`src/rtl/id_ex_registro_riesgos_if.sv`:
```
`default_nettype none
// +--------------------------------------------------------------------+
// | id_ex_registro_riesgos_if : ID->EX bus with stall/flush controls   |
// | Rev 1.0                                                            |
// +--------------------------------------------------------------------+
interface id_ex_registro_riesgos_if #(
  parameter int NB_DATA = 32,
  parameter int RNBITS  = 5,
  parameter int NB_CTRL = 8,
  parameter int NB_CNT  = 16
);
  logic               i_enable;
  logic               i_flush;
  logic               i_clr_cnt;
  logic [NB_DATA-1:0] i_pc4;
  logic [NB_DATA-1:0] i_dato_a;
  logic [NB_DATA-1:0] i_dato_b;
  logic [NB_DATA-1:0] i_inmediato;
  logic [RNBITS-1:0]  i_rs;
  logic [RNBITS-1:0]  i_rt;
  logic [RNBITS-1:0]  i_rd;
  logic               i_usa_rs;
  logic               i_usa_rt;
  logic [NB_CTRL-1:0] i_ctrl;

  logic [NB_DATA-1:0] o_pc4;
  logic [NB_DATA-1:0] o_dato_a;
  logic [NB_DATA-1:0] o_dato_b;
  logic [NB_DATA-1:0] o_inmediato;
  logic [RNBITS-1:0]  o_rs;
  logic [RNBITS-1:0]  o_rt;
  logic [RNBITS-1:0]  o_rd;
  logic [NB_CTRL-1:0] o_ctrl;
  logic               o_valido;
  logic               o_stall;
  logic [NB_CNT-1:0]  o_cnt_burbujas;

  modport master (
    output i_enable, i_flush, i_clr_cnt, i_pc4, i_dato_a, i_dato_b, i_inmediato,
           i_rs, i_rt, i_rd, i_usa_rs, i_usa_rt, i_ctrl,
    input  o_pc4, o_dato_a, o_dato_b, o_inmediato, o_rs, o_rt, o_rd, o_ctrl,
           o_valido, o_stall, o_cnt_burbujas
  );

  modport slave (
    input  i_enable, i_flush, i_clr_cnt, i_pc4, i_dato_a, i_dato_b, i_inmediato,
           i_rs, i_rt, i_rd, i_usa_rs, i_usa_rt, i_ctrl,
    output o_pc4, o_dato_a, o_dato_b, o_inmediato, o_rs, o_rt, o_rd, o_ctrl,
           o_valido, o_stall, o_cnt_burbujas
  );
endinterface
`default_nettype wire

```
`src/rtl/id_ex_registro_riesgos.sv`:
```
`default_nettype none
// +--------------------------------------------------------------------+
// | id_ex_registro_riesgos : ID/EX register with load-use bubble       |
// | Rev 1.0                                                            |
// +--------------------------------------------------------------------+
module id_ex_registro_riesgos #(
  parameter int NB_DATA = 32,
  parameter int RNBITS  = 5,
  parameter int NB_CTRL = 8,
  parameter int NB_CNT  = 16
) (
  input  wire logic i_clk,
  input  wire logic i_reset,
  id_ex_registro_riesgos_if.slave bus
);

  localparam logic [NB_CNT-1:0] c_cnt_max = '1;

  logic [NB_DATA-1:0] r_pc4;
  logic [NB_DATA-1:0] r_dato_a;
  logic [NB_DATA-1:0] r_dato_b;
  logic [NB_DATA-1:0] r_inmediato;
  logic [RNBITS-1:0]  r_rs;
  logic [RNBITS-1:0]  r_rt;
  logic [RNBITS-1:0]  r_rd;
  logic [NB_CTRL-1:0] r_ctrl;
  logic               r_valido;
  logic [NB_CNT-1:0]  r_cnt;

  logic w_haz;
  logic w_bubble;

  // Load in EX whose destination is read by the instruction in ID; $0 is never a dependency
  assign w_haz = r_valido & r_ctrl[1] & (r_rt != '0) &
                 ((bus.i_usa_rs & (bus.i_rs == r_rt)) | (bus.i_usa_rt & (bus.i_rt == r_rt)));
  assign w_bubble = bus.i_flush | w_haz;

  always_ff @(posedge i_clk or negedge i_reset) begin
    if (!i_reset) begin
      r_pc4       <= '0;
      r_dato_a    <= '0;
      r_dato_b    <= '0;
      r_inmediato <= '0;
      r_rs        <= '0;
      r_rt        <= '0;
      r_rd        <= '0;
      r_ctrl      <= '0;
      r_valido    <= 1'b0;
    end else if (bus.i_enable) begin
      if (w_bubble) begin
        r_pc4       <= '0;
        r_dato_a    <= '0;
        r_dato_b    <= '0;
        r_inmediato <= '0;
        r_rs        <= '0;
        r_rt        <= '0;
        r_rd        <= '0;
        r_ctrl      <= '0;
        r_valido    <= 1'b0;
      end else begin
        r_pc4       <= bus.i_pc4;
        r_dato_a    <= bus.i_dato_a;
        r_dato_b    <= bus.i_dato_b;
        r_inmediato <= bus.i_inmediato;
        r_rs        <= bus.i_rs;
        r_rt        <= bus.i_rt;
        r_rd        <= bus.i_rd;
        r_ctrl      <= bus.i_ctrl;
        r_valido    <= 1'b1;
      end
    end
  end

  // Only hazard bubbles are counted; a clear in the same cycle takes precedence
  always_ff @(posedge i_clk or negedge i_reset) begin
    if (!i_reset) begin
      r_cnt <= '0;
    end else if (bus.i_enable) begin
      if (bus.i_clr_cnt) begin
        r_cnt <= '0;
      end else if (w_haz && !bus.i_flush && (r_cnt != c_cnt_max)) begin
        r_cnt <= r_cnt + 1'b1;
      end
    end
  end

  assign bus.o_pc4          = r_pc4;
  assign bus.o_dato_a       = r_dato_a;
  assign bus.o_dato_b       = r_dato_b;
  assign bus.o_inmediato    = r_inmediato;
  assign bus.o_rs           = r_rs;
  assign bus.o_rt           = r_rt;
  assign bus.o_rd           = r_rd;
  assign bus.o_ctrl         = r_ctrl;
  assign bus.o_valido       = r_valido;
  assign bus.o_stall        = w_haz & bus.i_enable & ~bus.i_flush;
  assign bus.o_cnt_burbujas = r_cnt;

endmodule
`default_nettype wire

```
`src/flat_wrapper.sv`:
```
// flat-port wrapper written by rule: the top's interface ports become plain ports
module id_ex_registro_riesgos_flat 
#(
  parameter int NB_DATA = 32,
  parameter int RNBITS  = 5,
  parameter int NB_CTRL = 8,
  parameter int NB_CNT  = 16
)
  (i_clk, i_reset, bus_i_enable, bus_i_flush, bus_i_clr_cnt, bus_i_pc4, bus_i_dato_a, bus_i_dato_b, bus_i_inmediato, bus_i_rs, bus_i_rt, bus_i_rd, bus_i_usa_rs, bus_i_usa_rt, bus_i_ctrl, bus_o_pc4, bus_o_dato_a, bus_o_dato_b, bus_o_inmediato, bus_o_rs, bus_o_rt, bus_o_rd, bus_o_ctrl, bus_o_valido, bus_o_stall, bus_o_cnt_burbujas);
  id_ex_registro_riesgos_if #(.NB_DATA(NB_DATA), .RNBITS(RNBITS), .NB_CTRL(NB_CTRL), .NB_CNT(NB_CNT)) bus_i ();
  input  wire logic i_clk;
  input  wire logic i_reset;
  input wire logic [$bits(bus_i.i_enable)-1:0] bus_i_enable;
  input wire logic [$bits(bus_i.i_flush)-1:0] bus_i_flush;
  input wire logic [$bits(bus_i.i_clr_cnt)-1:0] bus_i_clr_cnt;
  input wire logic [$bits(bus_i.i_pc4)-1:0] bus_i_pc4;
  input wire logic [$bits(bus_i.i_dato_a)-1:0] bus_i_dato_a;
  input wire logic [$bits(bus_i.i_dato_b)-1:0] bus_i_dato_b;
  input wire logic [$bits(bus_i.i_inmediato)-1:0] bus_i_inmediato;
  input wire logic [$bits(bus_i.i_rs)-1:0] bus_i_rs;
  input wire logic [$bits(bus_i.i_rt)-1:0] bus_i_rt;
  input wire logic [$bits(bus_i.i_rd)-1:0] bus_i_rd;
  input wire logic [$bits(bus_i.i_usa_rs)-1:0] bus_i_usa_rs;
  input wire logic [$bits(bus_i.i_usa_rt)-1:0] bus_i_usa_rt;
  input wire logic [$bits(bus_i.i_ctrl)-1:0] bus_i_ctrl;
  output wire logic [$bits(bus_i.o_pc4)-1:0] bus_o_pc4;
  output wire logic [$bits(bus_i.o_dato_a)-1:0] bus_o_dato_a;
  output wire logic [$bits(bus_i.o_dato_b)-1:0] bus_o_dato_b;
  output wire logic [$bits(bus_i.o_inmediato)-1:0] bus_o_inmediato;
  output wire logic [$bits(bus_i.o_rs)-1:0] bus_o_rs;
  output wire logic [$bits(bus_i.o_rt)-1:0] bus_o_rt;
  output wire logic [$bits(bus_i.o_rd)-1:0] bus_o_rd;
  output wire logic [$bits(bus_i.o_ctrl)-1:0] bus_o_ctrl;
  output wire logic [$bits(bus_i.o_valido)-1:0] bus_o_valido;
  output wire logic [$bits(bus_i.o_stall)-1:0] bus_o_stall;
  output wire logic [$bits(bus_i.o_cnt_burbujas)-1:0] bus_o_cnt_burbujas;
  assign bus_i.i_enable = bus_i_enable;
  assign bus_i.i_flush = bus_i_flush;
  assign bus_i.i_clr_cnt = bus_i_clr_cnt;
  assign bus_i.i_pc4 = bus_i_pc4;
  assign bus_i.i_dato_a = bus_i_dato_a;
  assign bus_i.i_dato_b = bus_i_dato_b;
  assign bus_i.i_inmediato = bus_i_inmediato;
  assign bus_i.i_rs = bus_i_rs;
  assign bus_i.i_rt = bus_i_rt;
  assign bus_i.i_rd = bus_i_rd;
  assign bus_i.i_usa_rs = bus_i_usa_rs;
  assign bus_i.i_usa_rt = bus_i_usa_rt;
  assign bus_i.i_ctrl = bus_i_ctrl;
  assign bus_o_pc4 = bus_i.o_pc4;
  assign bus_o_dato_a = bus_i.o_dato_a;
  assign bus_o_dato_b = bus_i.o_dato_b;
  assign bus_o_inmediato = bus_i.o_inmediato;
  assign bus_o_rs = bus_i.o_rs;
  assign bus_o_rt = bus_i.o_rt;
  assign bus_o_rd = bus_i.o_rd;
  assign bus_o_ctrl = bus_i.o_ctrl;
  assign bus_o_valido = bus_i.o_valido;
  assign bus_o_stall = bus_i.o_stall;
  assign bus_o_cnt_burbujas = bus_i.o_cnt_burbujas;
  id_ex_registro_riesgos #(.NB_DATA(NB_DATA), .RNBITS(RNBITS), .NB_CTRL(NB_CTRL), .NB_CNT(NB_CNT)) u_core (.i_clk(i_clk), .i_reset(i_reset), .bus(bus_i));
endmodule
```
`config.mk`:
```
export PLATFORM = sky130hd
export DESIGN_NAME = id_ex_registro_riesgos_flat
export DESIGN_NICKNAME = d
export VERILOG_FILES = /design/src/rtl/id_ex_registro_riesgos_if.sv /design/src/rtl/id_ex_registro_riesgos.sv /design/src/flat_wrapper.sv
export SDC_FILE = /design/constraint.sdc
export NUM_CORES = 1
export LEC_CHECK = 0
export BUFFER_PORTS_ARGS = -buffer_cell sky130_fd_sc_hd__buf_2
export CORE_AREA = 2 2 127 129
export DETAILED_ROUTE_END_ITERATION = 8
export DIE_AREA = 0 0 129 131
export PLACE_DENSITY = 0.74
export SYNTH_ARGS = -nofsm -noshare
export SYNTH_HDL_FRONTEND = slang
export SYNTH_SLANG_ARGS = --single-unit
```
`constraint.sdc`:
```
create_clock -name i_clk -period 2.5 [get_ports i_clk]
set_input_delay 0.125 -clock i_clk [delete_from_list [all_inputs] [get_ports i_clk]]
set_output_delay 0.125 -clock i_clk [all_outputs]
set_load 0.005 [all_outputs]
```
# Yosys cells after proc, flatten, opt, wreduce, memory -nomap -nowiden
# Cells that the tools add are included.
# op_classes
addsub	1
n_eq_ne	3
mux	11
n_bitwise	10
reduce_logical	6
# op_table
op	n
32-bit two-way mux	4
16-bit two-way mux	2
16-bit by 1-bit adder with 16-bit output (second input constant)	1
16-bit != test (second input constant)	1
5-bit two-way mux	3
5-bit equality test	2
8-bit two-way mux	1
1-bit AND	7
5-bit nonzero test	1
1-bit logical AND	2
1-bit bitwise OR	2
2-bit AND reduction	1
2-bit nonzero test	1
1-bit logical NOT	1
1-bit two-way mux	1
1-bit NOT	1
# word_totals
register_bits	168
inputBits	158
out_inout_bits	169
elab_cells	41

# Logic depth before layout (Yosys ltp)
# depth
depth_word	8
ltp_mapped	7
mapped_depth_nobuf	6

# Worst setup path before layout
# No wires, ideal clock.
# synth_path
path_kind	reg2reg
from	register u_core.r_rt[0], in the netlist u_core.bus.o_rt[0]
to	register u_core.r_cnt[1], in the netlist u_core.bus.o_cnt_burbujas[1]
setup_time_ns	0.125
arrival_time_ns	1.860
required_time_ns	2.375
path_slack_ns	0.515
path_stages_with_launch	6
path_buffers	0
synth_period_minus_slack_ns	1.985
cell_sequence	dfrtp_1 -> or4_1 -> o211ai_2 -> a21oi_1 -> a32o_2 -> mux2_2
# synth_between
elab_chain_len	8
elab_cells_between_ends	12
classes_between	eq/ne (2); bitwise (5); reduce/logical (5)
# synth_rtl
element	line_no	rtl
from (decl)	id_ex_registro_riesgos.sv:24	logic [RNBITS-1:0] r_rt;
from (signal assigned)	id_ex_registro_riesgos.sv:66	r_rt <= bus.i_rt;
5-bit equality test	id_ex_registro_riesgos.sv:35	((bus.i_usa_rs & (bus.i_rs == r_rt)) | (bus.i_usa_rt & (bus.i_rt == r_rt)));
1-bit AND	id_ex_registro_riesgos.sv:35	
1-bit bitwise OR	id_ex_registro_riesgos.sv:35	
1-bit AND *	id_ex_registro_riesgos.sv:34	assign w_haz = r_valido & r_ctrl[1] & (r_rt != '0) &
1-bit logical AND * (2 in a row)	id_ex_registro_riesgos.sv:81	end else if (w_haz && !bus.i_flush && (r_cnt != c_cnt_max)) begin
2-bit nonzero test (no source line) *	n/a	
2-bit AND reduction (no source line) *	n/a	
to (signal assigned)	id_ex_registro_riesgos.sv:82	r_cnt <= r_cnt + 1'b1;
to (decl)	id_ex_registro_riesgos.sv:28	logic [NB_CNT-1:0] r_cnt;
# Mark *: on every way between the ends. The rest lies on a longest branch, timed or not.
# A chain may end at the register's enable or synchronous reset.

# Worst setup path in the final report
# layout_path
from	register u_core.r_rt[0], in the netlist u_core.bus.o_rt[0]
to	register u_core.r_pc4[23], in the netlist u_core.bus.o_pc4[23]
# layout_between
elab_chain_len	6
elab_cells_between_ends	10
classes_between	eq/ne (2); mux (1); bitwise (6); reduce/logical (1)
# layout_rtl
element	line_no	rtl
5-bit equality test	id_ex_registro_riesgos.sv:35	
1-bit AND	id_ex_registro_riesgos.sv:35	
1-bit bitwise OR	id_ex_registro_riesgos.sv:35	
1-bit AND *	id_ex_registro_riesgos.sv:34	
1-bit bitwise OR *	id_ex_registro_riesgos.sv:36	assign w_bubble = bus.i_flush | w_haz;
32-bit two-way mux *	id_ex_registro_riesgos.sv:50	if (w_bubble) begin
to (signal assigned)	id_ex_registro_riesgos.sv:61	r_pc4 <= bus.i_pc4;
to (decl)	id_ex_registro_riesgos.sv:19	logic [NB_DATA-1:0] r_pc4;
# Marked as above.

==> summary.md <==
| Metric | Value |
|---|---|
| Inserted Clock Buffers | 17 |
| Peak VDD IR | around 420 uV |
| Sequential area share after synthesis | 0.653 |
| Root buffer cell | clkbuf_16 |
| Worst clock skew | 10.3 ps |
| Placed inst area | about 8300 um^2 |
| Number of enable flip-flop cells after synthesis | 0 |
| DRT Wirelength | 20.8 mm |
| Initial Utilization | 0.413 |
| RSZ-0062 raised after global routing | no |
| Post-CTS resize count | 0 |
| Latest clock arrival within the worst-skew pair | about 420 ps |
| Yosys top cell by area | dfrtp_1 |
| Die X | approximately 130 um |
| Leakage power | between 5 and 6 nW |
| WHS | between 200 and 250 ps |
| Via density | about 5.1 |
| First-pass GRT wire length | just over 30 mm |
| Fin cells | around 1200 |
| Yosys top cell area share | 0.653 |
| Fill cell count | roughly 1100 |
| Post-Place Cells | about 1000 |
| Grt total ovfl | 0 |
| Layout cells sized above 1 | 0.398 |
| Syn Inst Count | roughly 460 |
| Register area | between 4000 and 5000 um^2 |
| Final #Nets | 1092 |
| CP arrival | ~2600 ps |
| DP Wirelength | between 10 and 15 mm |
| Bufs on Longest Clock Path | 2 |
| Cell area after synthesis | between 6000 and 7000 um^2 |
| Final setup violation count | 0 |
| Final TNS setup | 0 ps |
| Die Ht | ~130 um |
| Vias in the first global route | 5969 |
| Internal | between 5 and 6 mW |
| Slew @ Worst Pin | around 510 ps |
| Flops & latches, synth | 168 |
| Worst-path fanout max | between 90 and 100 |
| Rel. slew slack | 0.654 |
| Wire per inst | about 18 um |
| Worst EP required | between 2000 and 3000 ps |
| Final instance area | between 10000 and 15000 um^2 |
| Crit-path cells | or4_1, o211ai_2, inv_2, a21oi_4, buf_12, a22o_1 |
| Commonest non-fill, non-tap cells in the layout | 325 x buf_2, 168 x dfrtp_1, 153 x dlygate4sd3_1, 151 x a22o_1, 17 x clkbuf_16 |
| Net Sw Frac | 0.247 |
| Fmax | 451 MHz |
| # IOs | ~330 |
| Reg power frac | 0.453 |
| Final Hold Fails | 0 |
| P&R area growth vs syn | 61.9% |
| Hold_buf cts | ~150 |
| Core Area | roughly 16000 um^2 |
| TritonRoute pass-1 iters | 4 |
| Ys Warns | 0 |
| Dominant cells by area after synthesis | dfrtp_1 65%, a22o_1 21%, a41oi_1 1.6% |
| Dpl ws | around 350 ps |
| Async S/R FF share, synth | 1.00 |
| Clock power frac | 0.401 |
| Crit end category | flip-flop |
| Startpoint type of the worst setup path | flip-flop |
| Port Buffer Count | 326 |
| Std-Cell Rows | 46 |
| Synth Net Count | 623 |
| Status | complete, no violations |
| Num Clock Sinks | approximately 170 |
| Setup ws final | roughly 280 ps |
| Crit path largest cell delay | between 500 and 600 ps |
| Ys flop type | dfrtp_1 |
| Ant. Diodes | 0 |
| GRT Total Usage | 0.236 |
| Commonest non-fill, non-tap cell in the layout | buf_2 |
| Iter 0 DRT Violations | 231 |
| Multi-input logic area | a little over 2000 um^2 |
| Largest net degree at the start of global routing | just under 100 |
| PD cells | 644 nW/um^2 |
| Combinational fraction of design power | 0.146 |
| Post-CTS setup buffers | 0 |
| Residual DRC | 0 |
| Max cap viols | 0 |
| Synth cell types | 38 |
| Final min period | roughly 2200 ps |
| Clock slew at reported path FFs | roughly 70 ps |
| Vias | approximately 6000 |
| Fin crit share | 0.888 |
| Die area | 16900 um^2 |
| CTS H-tree lvls | 4 |
| GPL Wtd Cong | approximately 0.78 |
| Worst Hold Class | in -> async |
| CTS tree | done |
| Post-Syn Area per Cell | between 10 and 15 um^2 |
| Post-route ant nets | 0 |
| R2r setup slk | ~280 ps |
| CP Class | reg -> reg |
| Fin. max-slew vios | 0 |
| Slowest cell on the critical path | or4_1 |
| Net Switching | between 1.5 and 2 mW |
| Initial antenna violation count | 1 |
-- worst max-delay path, delay by kind of cell (launching register included) --
family                 cells  cell delay (ps)
buffers and inverters      2              420
AOI/OAI and AO/OA          3              630
DFF                        1              430
and+or+nand+nor            1              560
-- final timing paths --
path	startpoint	to	cells past startpoint
worst max register to register	u_core.bus.o_rt[0]	u_core.bus.o_pc4[23]	6
worst min register to register	u_core.bus.o_pc4[18]	u_core.bus.o_pc4[18]	1
max in group asynchronous	i_reset	u_core.bus.o_inmediato[26]	3
worst min-delay path	i_reset	u_core.bus.o_cnt_burbujas[2]	2
min in group i_clk	bus_i_clr_cnt	u_core.bus.o_cnt_burbujas[1]	3
worst max-delay path	u_core.bus.o_rt[0]	u_core.bus.o_pc4[23]	6
-- per-stage QoR --
step	power, mW	utilization
after floorplan	3.39	-
after global placement	3.84	0.532
after detailed placement	3.86	0.532
after CTS	6.75	0.668
after global routing	6.97	0.668
final	6.71	0.668
-- cell usage after synthesis, types with 2 or more instances --
cell and count:
buf_2 7, nor2b_1 2, nand2_1 4, o21a_1 7
or2_2 4, nand4_1 5, nor4_1 2, or4_1 2
a21oi_1 9, a41oi_1 12, o211ai_1 2, nand3_1 6
and3_1 7, buf_4 9, inv_2 2, nor3_1 2
clkbuf_1 21, xnor2_1 10, nor2_1 8, a31oi_1 4
dfrtp_1 168, inv_1 5, a22o_1 151
-- per-layer routing --
| layer | share of wire | GRT usage |
|---|---|---|
| met1 | 0.40 | 0.293 |
| met2 | 0.50 | 0.397 |
| met3 | 0.066 | 0.0607 |
| met4 | 0.027 | 0.0959 |
| met5 | 0.00063 | 0 |
-- kinds of logic (layout without fill, tap and decap cells) --
kind of cell,after synthesis,count (layout),share of synthesized area
muxes,2,2,0.00331
xor gates and xnor gates,10,10,0.0136
and+or+nand+nor,46,46,0.0397
DFF,168,168,0.653
adders and majority gates,1,1,0.00194
AOI/OAI and AO/OA,192,192,0.254
buffers and inverters,45,526,0.0340
-- power by group through the flow --
stage	Combinational, mW	Clock, mW	Sequential, mW
6_report	0.979	2.69	3.04
5_1_grt	1.06	2.84	3.06
4_1_cts	0.970	2.75	3.03
3_5_place_dp	0.779	0	3.08
3_3_place_gp	0.767	0	3.08
2_1_floorplan	0.299	0	3.09
-- sequential cells by signal, indices dropped and copies added (netlist names) --
register	count
u_core.bus.o_dato_b	32
u_core.bus.o_ctrl	8
u_core.bus.o_rs	5
u_core.bus.o_rd	5
u_core.bus.o_valido	1
u_core.bus.o_cnt_burbujas	16
u_core.bus.o_dato_a	32
u_core.bus.o_rt	5
u_core.bus.o_inmediato	32
u_core.bus.o_pc4	32
-- cell type report --
class / count / area share
flip-flops and latches: 168 / 0.404
repair buffers: 488 / 0.317
multi-input cells: 251 / 0.194
clock buffers: 18 / 0.0412
well taps: 216 / 0.0259
clock inverters: 13 / 0.0161
inverters: 7 / 0.00276
Note: power is estimated with default switching activity, not from simulation.
